$ cat config.mk
export PLATFORM = sky130hd
export DESIGN_NAME = sensor_scheduler
export DESIGN_NICKNAME = d
export VERILOG_FILES = /design/src/rtl/sensor_sched_pkg.sv /design/src/rtl/contador_ciclos.sv /design/src/rtl/sensor_scheduler.sv
export SDC_FILE = /design/constraint.sdc
export NUM_CORES = 1
export LEC_CHECK = 0
export ABC_CLOCK_PERIOD_IN_PS = 3500
export BUFFER_PORTS_ARGS = -buffer_cell sky130_fd_sc_hd__buf_2
export CORE_ASPECT_RATIO = 2
export CORE_MARGIN = 2
export CORE_UTILIZATION = 54
export DETAILED_ROUTE_END_ITERATION = 8
export PLACE_DENSITY = 0.87
export SYNTH_ARGS = -nofsm -noshare
export SYNTH_HDL_FRONTEND = slang
export SYNTH_SLANG_ARGS = --single-unit
$ cat constraint.sdc
create_clock -name clock -period 3.5 [get_ports clock]
set_input_delay 0.175 -clock clock [delete_from_list [all_inputs] [get_ports clock]]
set_output_delay 0.175 -clock clock [all_outputs]
set_load 0.01 [all_outputs]
$ cat src/rtl/sensor_sched_pkg.sv
// Shared definitions for the ultrasonic sensor scheduler: FSM state codes,
// default timing parameters and counter sizing helpers.
package sensor_sched_pkg;

    // Default timing at 50 MHz
    localparam int TIMEOUT_CYCLES_DEF = 1_500_000;  // 30 ms echo window
    localparam int MEDIR_CYCLES_DEF   = 5;          // hc_medir pulse width
    localparam int GAP_CYCLES_DEF     = 3_000_000;  // 60 ms rest between shots
    localparam int RECUPERA_CYCLES    = 2;          // hc_reset pulse width

    typedef enum logic [3:0] {
        IDLE      = 4'd0,
        ARBITRA   = 4'd1,
        MEDE      = 4'd2,
        ESPERA    = 4'd3,
        RECUPERA  = 4'd4,
        ENTREGA   = 4'd5,
        INTERVALO = 4'd6
    } estado_t;

    function automatic int max3(input int a, input int b, input int c);
        int m;
        m = (a > b) ? a : b;
        return (m > c) ? m : c;
    endfunction

    // Bits needed to hold maxv without wrapping
    function automatic int cnt_width(input int maxv);
        return (maxv < 2) ? 1 : $clog2(maxv + 1);
    endfunction

endpackage

$ cat src/rtl/contador_ciclos.sv
// Loadable down-counter. tc_o flags the last cycle of a loaded interval:
// loading N gives N cycles, tc_o high in the N-th. Saturates at zero.
module contador_ciclos #(
    parameter int W = 8
) (
    input  logic         clock,
    input  logic         reset,
    input  logic         load_i,
    input  logic [W-1:0] valor_i,
    output logic         tc_o
);

    logic [W-1:0] cnt_q;
    logic [W-1:0] cnt_d;

    // Load wins over counting; never decrement past zero
    always_comb begin
        cnt_d = cnt_q;
        if (load_i) begin
            cnt_d = valor_i;
        end else if (cnt_q != '0) begin
            cnt_d = cnt_q - W'(1);
        end
    end

    // Count register
    always_ff @(posedge clock or posedge reset) begin
        if (reset) begin
            cnt_q <= '0;
        end else begin
            cnt_q <= cnt_d;
        end
    end

    assign tc_o = (cnt_q == W'(1));

endmodule

$ cat src/rtl/sensor_scheduler.sv
// Round-robin scheduler sharing one HC-SR04 interface between two requesters.
// Optional feature: define SENSOR_SCHED_RETRY_EN to retry once after the
// first echo timeout of a grant before reporting timeout.
module sensor_scheduler
    import sensor_sched_pkg::*;
#(
    parameter int TIMEOUT_CYCLES = TIMEOUT_CYCLES_DEF,
    parameter int MEDIR_CYCLES   = MEDIR_CYCLES_DEF,
    parameter int GAP_CYCLES     = GAP_CYCLES_DEF
) (
    input  logic        clock,
    input  logic        reset,
    input  logic [1:0]  req,
    output logic [1:0]  grant,
    output logic [1:0]  done,
    output logic        timeout,
    output logic [11:0] medida,
    output logic        hc_medir,
    input  logic        hc_pronto,
    input  logic [11:0] hc_medida,
    output logic        hc_reset,
    output logic [3:0]  db_estado
);

    localparam int CW = cnt_width(max3(TIMEOUT_CYCLES, MEDIR_CYCLES, GAP_CYCLES));

    estado_t     estado_q, estado_d;
    logic [1:0]  grant_q, grant_d;
    logic        prio_q, prio_d;      // requester holding priority on a tie
    logic        timeout_q, timeout_d;
    logic [11:0] medida_q, medida_d;
    logic [1:0]  escolha;
    logic        cnt_load;
    logic [CW-1:0] cnt_valor;
    logic        cnt_tc;
`ifdef SENSOR_SCHED_RETRY_EN
    logic        retry_q, retry_d;    // the one retry of this grant is spent
`endif

    contador_ciclos #(.W(CW)) u_contador (
        .clock   (clock),
        .reset   (reset),
        .load_i  (cnt_load),
        .valor_i (cnt_valor),
        .tc_o    (cnt_tc)
    );

    // Round-robin pick: the priority requester first, otherwise the other one
    always_comb begin
        escolha = 2'b00;
        if (req[prio_q]) begin
            escolha[prio_q] = 1'b1;
        end else if (req[~prio_q]) begin
            escolha[~prio_q] = 1'b1;
        end
    end

    // State and datapath registers
    always_ff @(posedge clock or posedge reset) begin
        if (reset) begin
            estado_q  <= IDLE;
            grant_q   <= 2'b00;
            prio_q    <= 1'b0;
            timeout_q <= 1'b0;
            medida_q  <= '0;
`ifdef SENSOR_SCHED_RETRY_EN
            retry_q   <= 1'b0;
`endif
        end else begin
            estado_q  <= estado_d;
            grant_q   <= grant_d;
            prio_q    <= prio_d;
            timeout_q <= timeout_d;
            medida_q  <= medida_d;
`ifdef SENSOR_SCHED_RETRY_EN
            retry_q   <= retry_d;
`endif
        end
    end

    // Next state, counter loads and result capture
    always_comb begin
        estado_d  = estado_q;
        grant_d   = grant_q;
        prio_d    = prio_q;
        timeout_d = timeout_q;
        medida_d  = medida_q;
        cnt_load  = 1'b0;
        cnt_valor = '0;
`ifdef SENSOR_SCHED_RETRY_EN
        retry_d   = retry_q;
`endif
        case (estado_q)
            IDLE: begin
                if (req != 2'b00) estado_d = ARBITRA;
            end
            ARBITRA: begin
                // A request that vanished before this sample is dropped
                if (escolha != 2'b00) begin
                    grant_d   = escolha;
                    prio_d    = escolha[0];   // the other requester leads next time
                    cnt_load  = 1'b1;
                    cnt_valor = CW'(MEDIR_CYCLES);
                    estado_d  = MEDE;
`ifdef SENSOR_SCHED_RETRY_EN
                    retry_d   = 1'b0;
`endif
                end else begin
                    estado_d = IDLE;
                end
            end
            MEDE: begin
                if (cnt_tc) begin
                    cnt_load  = 1'b1;
                    cnt_valor = CW'(TIMEOUT_CYCLES);
                    estado_d  = ESPERA;
                end
            end
            ESPERA: begin
                // An echo on the limit cycle still counts as a result
                if (hc_pronto) begin
                    medida_d  = hc_medida;
                    timeout_d = 1'b0;
                    estado_d  = ENTREGA;
                end else if (cnt_tc) begin
                    cnt_load  = 1'b1;
                    cnt_valor = CW'(RECUPERA_CYCLES);
                    estado_d  = RECUPERA;
                end
            end
            RECUPERA: begin
                if (cnt_tc) begin
`ifdef SENSOR_SCHED_RETRY_EN
                    if (!retry_q) begin
                        retry_d   = 1'b1;
                        cnt_load  = 1'b1;
                        cnt_valor = CW'(MEDIR_CYCLES);
                        estado_d  = MEDE;
                    end else begin
                        medida_d  = '0;
                        timeout_d = 1'b1;
                        estado_d  = ENTREGA;
                    end
`else
                    medida_d  = '0;
                    timeout_d = 1'b1;
                    estado_d  = ENTREGA;
`endif
                end
            end
            ENTREGA: begin
                grant_d   = 2'b00;
                cnt_load  = 1'b1;
                cnt_valor = CW'(GAP_CYCLES);
                estado_d  = INTERVALO;
            end
            INTERVALO: begin
                if (cnt_tc) estado_d = IDLE;
            end
            default: estado_d = IDLE;
        endcase
    end

    // Moore outputs decoded from the current state
    always_comb begin
        grant     = grant_q;
        done      = (estado_q == ENTREGA) ? grant_q : 2'b00;
        hc_medir  = (estado_q == MEDE);
        hc_reset  = (estado_q == RECUPERA);
        timeout   = timeout_q;
        medida    = medida_q;
        db_estado = estado_q;
    end

endmodule
* After elaboration in Yosys (flattened, before gate mapping) *
Cells that the tools add are included.

storage, ports and cells
  register bits after elaboration = 42
  bits of input ports = 17
  output and inout port bits = 23
  word-level logic and storage cells = 77

cells by class
  add/sub/neg operators = 1
  order comparisons = 4
  eq/ne operators = 14
  muxes and demuxes = 38
  bitwise logic cells = 1
  reduce and logical (&&, ||, !) cells = 13

operator list
  cell                   number
  $pmux 22 s4            1
  $mux 22                2
  $pmux 4 s7             1
  $mux 12                2
  $mux 4                 6
  $pmux 12 s2            1
  $eq 22x1->1 const B    1
  $reduce_bool 22->1     1
  $sub 22x1->22 const B  1
  $mux 21                1
  $mux 2                 7
  $eq 4x3->1 const B     3
  $mux 1                 11
  $reduce_bool 2->1      5
  $eq 4x2->1 const B     2
  $ne 2x2->1 const B     4
  $reduce_and 5->1       1
  $eq 4x1->1 const B     1
  $logic_not 4->1        1
  $lt 1x2->1 const B     2
  $ne 2x1->1 const B     2
  $pmux 1 s4             1
  $pmux 2 s2             1
  $reduce_and 2->1       2
  8 further kinds        11

* Longest topological paths before layout *
  depth in word-level cells = 11
  gate-level depth with buffers = 8
  mapped depth without buffers = 7

* Modules after synthesis *
A second synthesis with hierarchy kept.

second synthesis, totals
  cells, all modules = 236
  area total of the unflattened synthesis = 2317.2 µm²

by module, submodules not included
  module            instances  cells an instance  area an instance (µm²)  seq. area each (µm²)
  contador_ciclos   1          150                1382.6                  550.5
  sensor_scheduler  1          86                 934.6                   475.5

* Worst setup path after synthesis *
OpenSTA, ideal clock, no wires.

  path type = register -> register
  from = register u_contador.cnt_q[4]
  to = register u_contador.cnt_q[20]
  setup time = 0.129 ns
  data arrival time = 2.456 ns
  data required time = 3.371 ns
  setup slack = 0.915 ns
  cell stages (with the launch flop) = 8
  path buffers = 2
  clock period less this slack = 2.585 ns
  cell sequence = dfrtp_1 -> or4_1 -> buf_2 -> or4_4 -> buf_6 -> or4_4 -> nand2_4 -> o32ai_2

between the ends
  word-level cells in the longest chain between the ends = 5
  elaborated cells between the ends (all ways) = 11
  classes of those cells = 1 x add/sub; 1 x eq/ne; 7 x mux; 2 x reduce/logical

RTL lines
  item                                                                   line                   RTL
  start: declaration                                                     contador_ciclos.sv:13  logic [W-1:0] cnt_q;
  start signal: assignment                                               contador_ciclos.sv:31  cnt_q <= cnt_d;
  parallel branches: the longest is 5 deep, another holds $sub 22x1->22  --

Several ways; the timed one is not identified. The select of a mux whose other input is x is not followed.
A chain may end at the register's enable or synchronous reset.

* Worst setup path after layout *
  from = register u_contador.cnt_q[4]
  to = register medida_q[4] (netlist: medida[4])

between the ends
  word-level cells in the longest chain between the ends = 3

RTL lines
  item                        line                    RTL
  $eq 22x1->1                 contador_ciclos.sv:35   assign tc_o = (cnt_q == W'(1));
  $ne 2x1->1 (no line)        --
  $reduce_and 3->1 (no line)  --
  end signal: assignment      sensor_scheduler.sv:74  medida_q <= medida_d;
  end: declaration            sensor_scheduler.sv:31  logic [11:0] medida_q, medida_d;

Every way passes these cells.

==> flow_summary_export.csv <==
group,metric,value,unit
synth,syn_avg_cell_area,9.58,µm²
global_route,grt_max_degree,32,
clock_network,post_cts_resized,0,
clock_network,h-tree-depth,2,
synth,yosysTopAreaCell,"dfrtp_1",
die,core.rowCount,33,
die,top_level_ports,40,
power,pwr-share-clk,18.8,%
synth,yosys.cell_types.count,52,
synth,ys_ff_latch,41,
clock_network,cts_sinks,41,
worst_setup_path,worstPathRequired,3.68,ns
synth,synth_top_flop_cell,"dfrtp_1",
clock_network,cts-root-buf,"clkbuf_8",
timing,setup_viol,0,
global_route,grt_pass1_wl,9610,µm
final_layout,antennaDiodeCount,0,
worst_setup_path,reg2reg_from,"u_contador.cnt_q[4]",
worst_hold_path,hp-class,"in2reg",
power,p_leak,1.18,nW
worst_setup_path,end_kind,"flip-flop",
clock_network,cts_setup_buffers,0,
global_route,overflow,0,
final_layout,drive_above_1_share,22.5,%
clock_network,cts_hold_buf,0,
power,p_int,0.00131,W
route,drc_errors,0,
global_route,grt_usage,27.2,%
route,viasPerCell,6.45,
synth,synth_top_area_share,45.8,%
timing,skew,0.0155,ns
synth,synth_edf_count,0,
synth,synthMostInstantiatedCell,"dfrtp_1",
route,vias,2058,
timing,hold_violations,0,
worst_setup_path,cp.arrival,3.04,ns
timing,period_share,81.6,%
synth,synthArstFlopShare,100,%
route,wl_per_cell,18.4,µm
synth,syn_inst,234,
place,routabilityCongestion,0.939,
status,outcome,"complete, no violations",
global_route,grt_pass1_vias,2081,
route,dr.pass1.iters,4,
worst_setup_path,worst_setup_path_start_kind,"flip-flop",
flow_run,max-cap-violations,0,
clock_network,cts_tree,"yes",
clock_network,max-clock-path-buffers,2,
route,antenna_left,0,
route,drtIter0Drc,95,
power,netSwitchingPower,0.000856,W
synth,synth_common_cells,"41 x dfrtp_1, 25 x nor2_1, 15 x a21oi_1, 13 x o21ai_0, 13 x xor2_1",
worst_setup_path,path_class,"reg2reg",
power,cellPowerDensity,848,mW/mm²
place,hpwl,4260,µm
power,p_comb_share,38.8,%
global_route,antenna_found_initial,0,
synth,syn-num-nets,253,
clock_network,cts_buffers,5,
timing,rsz0062_at_grt,"false",
place,placement.io_buffers,38,
die,design.core.area,0.00405,mm²
synth,syn_area,0.00224,mm²
power,pwr-share-seq,42.4,%
worst_setup_path,cp_max_fo,12,
timing,maxSlewViolCount,0,
die,dieArea,0.00471,mm²
power,peakVddDrop,567,µV
die,die_w,49.6,µm
die,die_y,95.1,µm
route,wl,5860,µm
clock_network,clock_latency,0.30,ns
worst_hold_path,min_from,"hc_medida[5]",
die,start_util,55.4,%
timing,relSlewSlack,23.5,%
synth,yosys-top-cells-area,"dfrtp_1 46%, xor2_1 5.1%, a22o_1 4.7%, nor2_1 4.2%, a21oi_1 3.3%",
clock_network,clk_pin_slew,0.09,ns
synth,yosysWarnings,0,
synth,ys_seq_area_share,45.8,%
worst_setup_path,crit_path_start,"u_contador.cnt_q[4]",
timing,max_clock_freq,0.350,GHz
power,power,0.00217,W
power,sw_frac_of_total,39.4,%
timing,finalSetupTns,0,ns
timing,tightest_slew,1.15,ns
final_layout,area_growth,14.1,%
timing,min_period,2.86,ns
final_layout,fin_nets,285,
-- state kept, by name (all words and copies together) (netlist names) --
signal            count
u_contador.cnt_q     22
db_estado             3
prio_q                1
medida               12
grant                 2
timeout               1
-- power by group through the flow --
stage               logic (W)  clock network [W]  registers, W
floorplan            0.000591                  0      0.000898
global placement     0.000803                  0      0.000910
detailed placement   0.000827                  0      0.000917
CTS                  0.000838           0.000404      0.000913
global route         0.000939           0.000418      0.000956
finish               0.000842           0.000407      0.000921
-- path summary, 6_finish.rpt --
kind,endpoint,slack [ns],cells past startpoint
setup / recovery,medida[4],0.64,5
hold / removal,medida[5],0.09,2
setup reg to reg,medida[4],0.64,5
hold reg to reg,medida[1],0.50,1
max in group asynchronous,u_contador.cnt_q[4],2.56,3
min in group asynchronous,medida[10],0.16,2
-- metrics by stage --
stage               worst slack, ns  util, %  cells  area, µm²  hold slack, ns
floorplan                     0.915        -    234       2240           0.279
global placement              0.751     60.4    311       2440           0.398
detailed placement            0.704     60.4    311       2440           0.402
CTS                           0.675     63.2    319       2560          0.0938
global route                  0.501     63.2    319       2560          0.0962
finish                        0.645     63.2    319       2560          0.0891
-- worst max-delay path, stage by stage, from the launching register on --
cell     delay, ns
dfrtp_1       0.42
or4_1         0.70
nor4_1        0.75
and3_1        0.31
a21oi_1       0.28
a22o_1        0.28
-- routing by layer --
layer / up-vias / GRT usage, % / share of wire [%] / wire length, µm
met5: - / 0 / 0 / 0
met1: 997 / 27.4 / 34 / 1970
li1: 920 / - / - / -
met3: 20 / 3.29 / 6.3 / 372
met4: 0 / 19.2 / 3.6 / 210
met2: 121 / 50.3 / 57 / 3310
-- layout by cell type, fill, tap and decap left out, types with 5 or more instances in the layout --
cell / instances
a21oi_1: 15
a22o_1: 12
and3_1: 6
buf_2: 38
clkbuf_8: 6
dfrtp_1: 41
inv_1: 5
nand2_1: 10
nand3_1: 5
nor2_1: 25
nor4_1: 8
o21ai_0: 13
xor2_1: 13
-- area by class of cell --
class | count | area (µm²)
clock buffers | 7 | 86.3
repair buffers | 40 | 205
inverters | 5 | 18.8
fillers | 357 | 1490
well taps | 52 | 65.1
multi-input cells | 173 | 1130
clock inverters | 1 | 30.0
flip-flops and latches | 41 | 1030
-- cell families (layout without fill, tap and decap cells) --
kind of cell    count (synthesis)  count (layout)  share of synthesized area [%]
other cells                     1               1                          0.167
fa+ha+maj                       2               2                           1.12
xor+xnor                       17              17                           6.64
mux                             1               1                          0.446
flops                          41              41                           45.8
compound gates                 65              65                           20.0
buf+inv                        20              53                           3.96
simple gates                   87              87                           21.9
No activity file was read; power rests on OpenSTA's default activity.
